### src/rtl/uart_tx_engine.sv
// UART transmit engine: serialises one byte per handshake as start, 8 data (LSB first),
// optional parity and 1 or 2 stop bits. State, bit counter, tick counter and stop flag are TMR.
module uart_tx_engine #(
   parameter int OVERSAMPLE = 16
) (
   input  logic       clk,
   input  logic       rst,
   input  logic       Tick_i,
   input  logic [7:0] Data_i,
   input  logic       Valid_i,
   output logic       Ready_o,
   input  logic       p_ParityEnable_i,
   input  logic       p_ParityOdd_i,
   input  logic       StopBits2_i,
   output logic       Tx_o,
   output logic       Done_o,
   output logic [4:0] State_o,
   output logic [3:0] BitCounter_o
);
   // state     | meaning
   // INTERVAL  | idle, line high, ready for a byte
   // STARTBIT  | driving the start bit (0)
   // DATABITS  | driving shift_reg[0], bit counter = data bit index
   // PARITYBIT | driving the latched parity bit
   // STOPBIT   | driving stop bit(s) (1)
   localparam logic [4:0] INTERVAL  = 5'b00001;
   localparam logic [4:0] STARTBIT  = 5'b00010;
   localparam logic [4:0] DATABITS  = 5'b00100;
   localparam logic [4:0] PARITYBIT = 5'b01000;
   localparam logic [4:0] STOPBIT   = 5'b10000;
   localparam logic [3:0] TICK_LAST = 4'(OVERSAMPLE - 1);

   logic [4:0] state_a, state_b, state_c, state_v, state_n;
   logic [3:0] bit_cnt_a, bit_cnt_b, bit_cnt_c, bit_cnt_v, bit_cnt_n;
   logic [3:0] tick_a, tick_b, tick_c, tick_v, tick_n, tick_inc;
   logic       stop2_a, stop2_b, stop2_c, stop2_v, stop2_n;
   logic [7:0] shift_reg;
   logic       parity_q, par_en_q, stop2_en_q;
   logic       tx_q, tx_n, done_q, done_n;
   logic       bit_end, load, shift_en;

   assign state_v   = (state_a & state_b) | (state_b & state_c) | (state_c & state_a);
   assign bit_cnt_v = (bit_cnt_a & bit_cnt_b) | (bit_cnt_b & bit_cnt_c) | (bit_cnt_c & bit_cnt_a);
   assign tick_v    = (tick_a & tick_b) | (tick_b & tick_c) | (tick_c & tick_a);
   assign stop2_v   = (stop2_a & stop2_b) | (stop2_b & stop2_c) | (stop2_c & stop2_a);

   assign bit_end  = Tick_i && (tick_v == TICK_LAST);
   assign tick_inc = bit_end ? 4'd0 : (Tick_i ? tick_v + 4'd1 : tick_v);

   always_comb begin
      state_n   = state_v;
      bit_cnt_n = 4'd0;
      tick_n    = 4'd0;
      stop2_n   = 1'b0;
      tx_n      = 1'b1;
      done_n    = 1'b0;
      load      = 1'b0;
      shift_en  = 1'b0;
      case (state_v)
         INTERVAL: begin
            if (Valid_i) begin
               state_n = STARTBIT;
               load    = 1'b1;
            end
         end
         STARTBIT: begin
            tx_n   = 1'b0;
            tick_n = tick_inc;
            if (bit_end) state_n = DATABITS;
         end
         DATABITS: begin
            tx_n      = shift_reg[0];
            tick_n    = tick_inc;
            bit_cnt_n = bit_cnt_v;
            if (bit_end) begin
               shift_en  = 1'b1;
               bit_cnt_n = bit_cnt_v + 4'd1;
               if (bit_cnt_v >= 4'd7) state_n = par_en_q ? PARITYBIT : STOPBIT;
            end
         end
         PARITYBIT: begin
            tx_n   = parity_q;
            tick_n = tick_inc;
            if (bit_end) state_n = STOPBIT;
         end
         STOPBIT: begin
            tick_n  = tick_inc;
            stop2_n = stop2_v;
            if (bit_end) begin
               if (stop2_en_q && !stop2_v) begin
                  stop2_n = 1'b1;
               end else begin
                  stop2_n = 1'b0;
                  state_n = INTERVAL;
                  done_n  = 1'b1;
               end
            end
         end
         // a corrupted (non one-hot) vote falls back to idle with everything cleared
         default: state_n = INTERVAL;
      endcase
   end

   always_ff @(posedge clk or negedge rst) begin
      if (!rst) begin
         state_a    <= INTERVAL;
         state_b    <= INTERVAL;
         state_c    <= INTERVAL;
         bit_cnt_a  <= 4'd0;
         bit_cnt_b  <= 4'd0;
         bit_cnt_c  <= 4'd0;
         tick_a     <= 4'd0;
         tick_b     <= 4'd0;
         tick_c     <= 4'd0;
         stop2_a    <= 1'b0;
         stop2_b    <= 1'b0;
         stop2_c    <= 1'b0;
         shift_reg  <= 8'd0;
         parity_q   <= 1'b0;
         par_en_q   <= 1'b0;
         stop2_en_q <= 1'b0;
         tx_q       <= 1'b1;
         done_q     <= 1'b0;
      end else begin
         state_a   <= state_n;
         state_b   <= state_n;
         state_c   <= state_n;
         bit_cnt_a <= bit_cnt_n;
         bit_cnt_b <= bit_cnt_n;
         bit_cnt_c <= bit_cnt_n;
         tick_a    <= tick_n;
         tick_b    <= tick_n;
         tick_c    <= tick_n;
         stop2_a   <= stop2_n;
         stop2_b   <= stop2_n;
         stop2_c   <= stop2_n;
         tx_q      <= tx_n;
         done_q    <= done_n;
         if (load) begin
            shift_reg  <= Data_i;
            parity_q   <= (^Data_i) ^ p_ParityOdd_i;
            par_en_q   <= p_ParityEnable_i;
            stop2_en_q <= StopBits2_i;
         end else if (shift_en) begin
            shift_reg <= {1'b0, shift_reg[7:1]};
         end
      end
   end

   assign Ready_o      = (state_v == INTERVAL);
   assign Tx_o         = tx_q;
   assign Done_o       = done_q;
   assign State_o      = state_v;
   assign BitCounter_o = bit_cnt_v;

endmodule

### config.mk
export PLATFORM = sky130hd
export DESIGN_NAME = uart_tx_engine
export DESIGN_NICKNAME = d
export VERILOG_FILES = /design/src/rtl/uart_tx_engine.sv
export SDC_FILE = /design/constraint.sdc
export NUM_CORES = 1
export LEC_CHECK = 0
export CORE_MARGIN = 3
export CORE_UTILIZATION = 54
export CTS_BUF_LIST = sky130_fd_sc_hd__clkbuf_8
export DETAILED_ROUTE_END_ITERATION = 6
export PLACE_DENSITY = 0.81
export SYNTH_ARGS = -nofsm -noshare
export SYNTH_HDL_FRONTEND = slang
export SYNTH_SLANG_ARGS = --single-unit
### constraint.sdc
create_clock -name clk -period 1.8 [get_ports clk]
set_input_delay 0.36 -clock clk [delete_from_list [all_inputs] [get_ports clk]]
set_output_delay 0.36 -clock clk [all_outputs]
set_load 0.05 [all_outputs]
==> results.yml <==
power_and_ir_drop:
  p_comb_share_pct: 47.6
  p_int_mw: 1.58
  p_per_area_nw_per_um2: 1240
  seq_power_share_pct: 38.3
  switching_power_mw: 0.858
  pwr-share-clk_pct: 14.1
  irDropWorstVdd_mv: 1.19
  switching_share_pct: 35.2
  p_leak_nw: 0.868
floorplan:
  dieArea_sq_um: 3620
  die_w_um: 60.2
  die_y_um: 60.2
  ioPinCount: 27
  start_util_pct: 57.0
  core_sq_um: 2780
  rows: 19
global_routing:
  antenna_found_initial: 0
  overflow: 0
  grt_max_degree: 28
  grt_util_all_layers_pct: 18.6
  grt_pass1_wl_um: 5130
  grt_pass1_vias: 1146
clock_network:
  ctsResizeCount: 0
  clkTransAtPathRegs_ns: 0.10
  cts.sinks: 27
  clock_latency_ns: 0.27
  cts_made_buffers: 3
  clock-root-buffer: "clkbuf_8"
  cts_tree: "built"
  holdBufCountCts: 0
  post_cts_buffers: 0
  htreeDepth: 1
  max-clock-path-buffers: 2
synthesis:
  synth_area_sq_um: 1590
  async_flop_share_pct: 100
  synthCells: 147
  synth_largest_area_cell: "dfrtp_1"
  ys_ff_latch: 27
  ys_warn_count: 0
  ys_types: 45
  synth.top_cell.area_share_pct: 39.4
  ys.flop_type: "dfrtp_1"
  synth_edf_count: 0
  synth_area_leaders: "dfrtp_1 (39%), mux2_4 (11%), nand2_1 (4.3%), dfstp_2 (3.3%), xor2_1 (3.3%)"
  syn_area_per_cell_sq_um: 10.8
  synth_sequential_area_ratio_pct: 42.7
  synthesis.nets: 164
route:
  routed_wl_um: 3170
  drt-vias-per-instance: 5.77
  routed.top_layer: "met4"
  wl_met2_um: 1600
  drt-met1-wl_um: 1380
  drt_iter0_markers: 54
  route.detailed.wl_per_inst_um: 15.1
  detail-route-antenna-nets: 0
  vias: 1212
  drtPass1Iterations: 4
  post-route-drc-count: 0
  met3_length_um: 150
cells_and_area:
  fillers: 201
  finalCoreUtilization_pct: 70.9
  layout_commonest_cell: "dfrtp_1"
  antennaDiodeCount: 0
  postLayoutCellArea_sq_um: 1970
  final_nets: 197
  multi_input_area_sq_um: 830
  final_cell_mix: "dfrtp_1 (21), nand2_1 (18), buf_4 (18)"
  layout.area.seq_sq_um: 683
  areaGrowthSynthToFinish_pct: 24.2
  largest_reg_flops: 8
  drive_above_1_share_pct: 30.7
critical_path:
  endpoint_kind: "flip-flop"
  worstPathMaxFanout: 11
  worstPathRequired_ns: 1.96
  crit_slowest_cell: "dfrtp_2"
  crit_path_start: "state_c[1]"
  crit_top_cell: "mux2_4"
  regToRegEndpoint: "shift_reg[6]"
  reg2reg_slack_ns: 0.08
  crit_type: "reg2reg"
  cp_cell_sequence: "nor2_4 > and4_4 > mux2_4 > mux2_4"
  arrival_ns: 1.88
  regToRegStartpoint: "state_c[1]"
  critPathMaxStageDelay_ns: 0.51
  start_kind: "flip-flop"
  r2r_cells: 4
placement:
  place_hpwl_um: 2420
  port_buffers: 26
  routabilityCongestion: 0.856
  postPlaceCellArea_sq_um: 1920
timing:
  tightest_slew_ns: 0.347
  slew_headroom_pct: 76.9
  fin_skew_ns: 0.00899
  fin_crit_sh_pct: 95.5
  max_freq_mhz: 582
  period_minus_slack_ns: 1.72
  setup_viol: 0
  rsz0062_at_grt: "false"
  hold_viol: 0
  drv_slew: 0
  hold-worst-slack_ns: 0.447
flow_run:
  cap_violations: 0
outcome:
  status: "complete, no violations"
min_path:
  min_path_type: "in2async"
==> power by group through the flow <==
| stage | Combinational (mW) | Sequential [mW] | Clock (mW) |
|---|---|---|---|
| final | 1.16 | 0.934 | 0.343 |
| after global routing | 1.24 | 0.958 | 0.377 |
| after CTS | 1.17 | 0.936 | 0.358 |
| after detailed placement | 1.17 | 0.947 | 0 |
| after global placement | 1.12 | 0.933 | 0 |
| after floorplan | 0.791 | 0.973 | 0 |
==> routing by layer <==
layer / GRT usage (%) / up-vias
met3: 3.67 / 4
met1: 24.7 / 590
met5: 0 / -
met2: 29.8 / 30
met4: 6.96 / 0
li1: - / 588
==> Yosys cell counts, types with 3 or more instances <==
library cell	number
dfrtp_1	25
nand2_1	18
mux2_4	12
nor2_1	8
o21ai_0	7
nand3_1	6
xor2_1	6
a21oi_1	5
xnor2_1	5
buf_6	4
inv_1	4
buf_2	3
mux2i_1	3
nor2b_1	3
nor3_1	3
==> worst max-delay path, delay by kind of cell (launching register included) <==
family,cells,cell delay (ns)
muxes,2,0.58
and+or+nand+nor,2,0.51
DFF,1,0.51
==> stage by stage <==
step	worst slack, ns	cells	setup TNS (ns)	total power [mW]
2_1_floorplan	-0.0122	147	-0.0732	1.76
3_3_place_gp	-0.0969	206	-0.573	2.05
3_5_place_dp	-0.134	206	-0.745	2.11
4_1_cts	0.0727	210	0	2.47
5_1_grt	0.00441	210	0	2.57
6_report	0.0810	210	0	2.44
==> cells by family after synthesis <==
| logic type | synth area share [%] |
|---|---|
| flip-flops | 42.7 |
| XOR/XNOR | 7.49 |
| multiplexers | 13.2 |
| AO/OA/AOI/OAI | 10.2 |
| AND/OR/NAND/NOR | 19.6 |
| adder cells (fa/ha/maj) | 1.58 |
| buffers and inverters | 5.20 |
==> final cells by class <==
type	instances	share of cell area [%]
Clock buffer	3	2.10
Clock inverter	1	0.381
Inverter	4	0.762
Multi-Input combinational cell	108	42.1
Sequential cell	27	34.7
Tap cell	31	1.97
Timing Repair Buffer	36	18.0
==> how the worst max path moves through the flow <==
stage                   endpoint  slack, ns  depth (start not counted)
floorplan           shift_reg[1]      -0.01                          6
global placement    shift_reg[6]       -0.1                          4
detailed placement  shift_reg[6]      -0.13                          4
CTS                   state_c[0]       0.07                          5
global route        shift_reg[6]      0.004                          4
finish              shift_reg[6]       0.08                          4
Note: power is estimated with default switching activity, not from simulation.
==> variant 1: new RTL, same settings <==
Make the reset (`rst`) synchronous in one clocked block.
--- a/src/rtl/uart_tx_engine.sv
+++ b/src/rtl/uart_tx_engine.sv
@@ -101,7 +101,7 @@
       endcase
    end
 
-   always_ff @(posedge clk or negedge rst) begin
+   always_ff @(posedge clk) begin
       if (!rst) begin
          state_a    <= INTERVAL;
          state_b    <= INTERVAL;
Behaviour: differs if rst is asserted again (counterexample within 4 cycles, from zero or initial values and one cycle with rst low); with rst held inactive, the same outputs for 10 cycles.
==> variant 1 against the unedited design <==
Power down 30%. Critical path depth is 1 lower. Setup slack got worse by 14 ps. Area after synthesis is 4.1% lower. Sequential cell count unchanged. Wire length increased by 5.0%. Clock skew fell by 4.0 ps. Final area down 0.32%.
==> variant 1: results (changes against the unedited design) <==
Synthesis
  – XOR/XNOR Fraction of Synth Area: 0.09293 (+0.01801)
  – Distinct cell type count after synthesis: 49 (+8.9%)
  – Register area share after synthesis: 0.3553 (-0.07218)
  – Post-synth net total: 188 (+15%)
  – Ys flop type: dfxtp_1
  – Adder-Cell Fraction of Synth Area: 0.01645 (+0.0006745)
  – Asr flop ratio synth: 0 (-1.000)
  – Synth top cells by count: 27 x dfxtp_1, 16 x nand2_1, 13 x a21oi_1, 12 x nor2_1
  – Complex-gate fraction of the synthesized area: 0.1661 (+0.06438)
  – Avg Cell Area, Syn: 8.897 um2 (-18%)

Placement
  – RD Place Congestion: 0.8584 (+0.33%)
  – Hpwl dp: 2620 um (+8.4%)
  – Setup Slack @ Placement: -82.48 ps (+51.27 ps)

Power and ir drop
  – Comb power: 0.648 mW (-44%)
  – Sw power: 0.5888 mW (-31%)
  – Seq pwr share: 0.429 (+0.046)

Critical path
  – Reg2reg start: state_c[2]
  – R2r setup slk: 150 ps (+70 ps)
  – Crit path kind: reg2out
  – Largest fanout on the critical path: 9 (-2)
  – Critical path arrival: 1370 ps (-510 ps)
  – RR Endpoint: shift_reg[5]
  – Crit path max-delay family: simple AND/OR/NAND/NOR gates
  – CP Capture Point: Ready_o

STA
  – Final Worst Setup Slack: 67.16 ps (-13.80 ps)
  – Fin Clk Skew: 4.946 ps (-4.043 ps)
  – Max transition margin: 0.6704 (-0.09825)

Cells and area
  – Final #Nets: 224 (+14%)
  – Post-Layout Cell Count: 236 (+12%)

Detailed routing
  – Vias per cell: 5.686 (-1.5%)
  – Total wire length: 3324 um (+5.0%)
  – Drt initial violations: 60 (+11%)
  – Drt first pass iters: 5 (+1)

Global route
  – Routing usage on met1: 0.2778 (+0.03047)
  – GRT met2 Usage: 0.3470 (+0.04916)
  – Vias in the first global route: 1257 (+9.7%)
  – M3 GR Usage: 0.01961 (-0.01711)
  – Largest net degree at the start of global routing: 17 (-39%)
  – First-pass GRT wire length: 5547 um (+8.2%)
  – Tot GR Track Use: 0.2034 (+0.01715)

Clocking
  – PostCTS Resize Cnt: 1 (+1)

Status
  – Status: finished, final reports clean
## variant 1: cell types whose count changed after synthesis, moves of 4 or more
cell / before / now
mux2i_1: 3 / 8
a21oi_1: 5 / 13
a21boi_1: 0 / 4
nor2_1: 8 / 12
nand3_1: 6 / 1
mux2_4: 12 / 0
dfrtp_1: 25 / 0
dfxtp_1: 0 / 27
## variant 1: final cells by class
| type | instances | area, um2 |
|---|---|---|
| clock buffer | 3 | 41.29 |
| tap | 30 | 37.54 |
| multi-input combinational | 131 | 919.6 |
| clock inverter | 1 | 3.754 |
| sequential | 27 | 541.8 |
| inverter | 2 | 7.507 |
| timing repair buffer | 42 | 412.9 |
| fill | 186 | 603.1 |
## variant 1: through the flow
stage               instance area [um2]  TNS [ps]  utilization  hold WS, ps
global route                       1964         0       0.7651        488.5
CTS                                1962         0       0.7641        461.0
detailed placement                 1911    -95.78       0.7442        447.9
global placement                   1911    -36.45       0.7442        442.3
finish                             1964         0       0.7651        460.5
floorplan                          1523         0            -        430.5
==> variant 2: new RTL, config.mk and constraints unchanged <==
Made on the original files. Change the parameter `OVERSAMPLE` from 16 to 12.
--- a/src/rtl/uart_tx_engine.sv
+++ b/src/rtl/uart_tx_engine.sv
@@ -1,7 +1,7 @@
 // UART transmit engine: serialises one byte per handshake as start, 8 data (LSB first),
 // optional parity and 1 or 2 stop bits. State, bit counter, tick counter and stop flag are TMR.
 module uart_tx_engine #(
-   parameter int OVERSAMPLE = 16
+   parameter int OVERSAMPLE = 12
 ) (
    input  logic       clk,
    input  logic       rst,
Check against the original RTL: no difference found for any inputs over 10 cycles, from zero or initial values and one cycle with rst low; that may be too few to reach the edited logic, so the function may still have changed.
==> variant 2 against the unedited design <==
The run now ends with negative setup slack left. Area after synthesis down 6.0%. Final area up 1.3%. Sequential cell count unchanged. Wire length up 13%. Setup slack worse by 160 ps. Power down 1.4%. Hold slack worse by 1.2 ps. Die area down 5.4%. Maximum frequency down 8.4%. Critical path type unchanged. Critical endpoint unchanged.
==> variant 2: results (changes against the unedited design) <==
Status
  – Status: finished, violations left
  – Failing checks: negative setup slack

Detailed routing
  – Drt first pass iters: 4 (unchanged)
  – DR WL met3: 130 um (-13%)
  – Total wire length: 3576 um (+13%)
  – M1 wire length: 1555 um (+13%)
  – Drt initial violations: 60 (+11%)
  – Routed WL per cell: 16.71 um (+11%)
  – WL met2: 1855 um (+16%)
  – Routed vias: 1244 (+2.6%)

Global route
  – Largest net degree at the start of global routing: 28 (unchanged)
  – GRT met2 Usage: 0.4003 (+0.1025)
  – Vias in the first global route: 1333 (+16%)
  – Routing usage on met1: 0.3113 (+0.06402)
  – First-pass GRT wire length: 6161 um (+20%)
  – M3 GR Usage: 0.03070 (-0.006015)
  – Tot GR Track Use: 0.2364 (+0.05015)

Synthesis
  – Ranking of synthesized cells by area: dfrtp_1 42%, mux2_2 12%, dfstp_2 3.5%
  – Post-synth net total: 162 (-1.2%)
  – Avg Cell Area, Syn: 10.29 um2 (-4.7%)
  – Asr flop ratio synth: 1.000 (unchanged)
  – Distinct cell type count after synthesis: 37 (-18%)
  – Register area share after synthesis: 0.4547 (+0.02725)
  – Synth top cells by count: 25 x dfrtp_1, 16 x mux2_2, 13 x nand2_1, 13 x nor2_1, 8 x a21oi_1

STA
  – Final Worst Setup Slack: -76.96 ps (-157.9 ps)
  – Post-route setup TNS: -458.5 ps (-458.5 ps)
  – Final setup fails: 7 (+7)
  – Fin Clk Skew: 5.445 ps (-3.543 ps)
  – Worst slew pin tran: 362.2 ps (+15.13 ps)

Critical path
  – Largest fanout on the critical path: 8 (-3)
  – Critical path arrival: 2040 ps (+160 ps)

Power and ir drop
  – Leakage: 0.9079 nW (+4.6%)
  – Max VDD drop: 1.575 mV (+33%)
  – Power density cells: 1203 nW/um2 (-2.7%)
  – Share of power burned in the clock network: 0.143 (+0.002)
  – Int Power: 1.576 mW (-0.24%)
  – Combinational cell fraction of total power: 0.489 (+0.013)

Placement
  – Area after DPL: 1858 um2 (-3.1%)
  – Hpwl dp: 2521 um (+4.3%)
  – RD Place Congestion: 0.8335 (-2.6%)
  – Setup Slack @ Placement: -140.0 ps (-6.233 ps)

Cells and area
  – Final #Nets: 202 (+2.5%)
  – Proportion of layout cells with a drive suffix above 1: 0.3207 (+0.01339)

Clocking
  – CTS Buf Count: 3 (unchanged)
[variant 2: cell count changes after synthesis, moves of 3 or more]
| cell | delta |
|---|---|
| mux2_4 | -12 |
| clkbuf_1 | +5 |
| nand2_1 | -5 |
| a21oi_1 | +3 |
| nand2b_1 | +3 |
| nand3_1 | -4 |
| mux2_2 | +16 |
| nor2_1 | +5 |
| buf_6 | -3 |
[variant 2: cell type report]
type                            count  area, um2
Multi-Input combinational cell    105      799.5
Sequential cell                    27      680.7
Fill cell                         170      548.0
Timing Repair Buffer               44      419.2
Clock buffer                        3      41.29
Tap cell                           30      37.54
Inverter                            4      15.01
Clock inverter                      1      3.754
[variant 2: path summary, 6_finish.rpt]
check                      startpoint            to  slack, ps  cells past startpoint
hold / removal                    rst  bit_cnt_c[2]        450                      2
min in group clk             parity_q      parity_q        500                      2
setup reg to reg           state_c[1]  shift_reg[6]        -80                      5
setup / recovery           state_c[1]  shift_reg[6]        -80                      5
max in group asynchronous         rst          Tx_o       1040                      2
hold reg to reg              parity_q      parity_q        500                      2
[variant 2: logic make-up (layout without fill, tap and decap cells)]
kind of cell / count (synthesis) / in the layout / synth area share
flip-flops: 27 / 27 / 0.4547
adder cells (fa/ha/maj): 2 / 2 / 0.01678
multiplexers: 18 / 18 / 0.1342
XOR/XNOR: 12 / 12 / 0.07970
buffers and inverters: 13 / 52 / 0.04195
AO/OA/AOI/OAI: 25 / 25 / 0.1074
AND/OR/NAND/NOR: 48 / 48 / 0.1653
[variant 2: what timing repair did]
action / CTS / global route
setup buffers: 4 / 0
pin swaps: 3 / 2
resized for setup: 11 / 3
endpoints found under the hold margin: 0 / 0
endpoints found under the setup margin: 8 / 9
[variant 2: critical path: stages, from the launching register on]
cell	delay, ps
dfrtp_1	400
or3b_4	400
or3_4	360
o21ai_4	150
buf_12	150
mux2_4	310
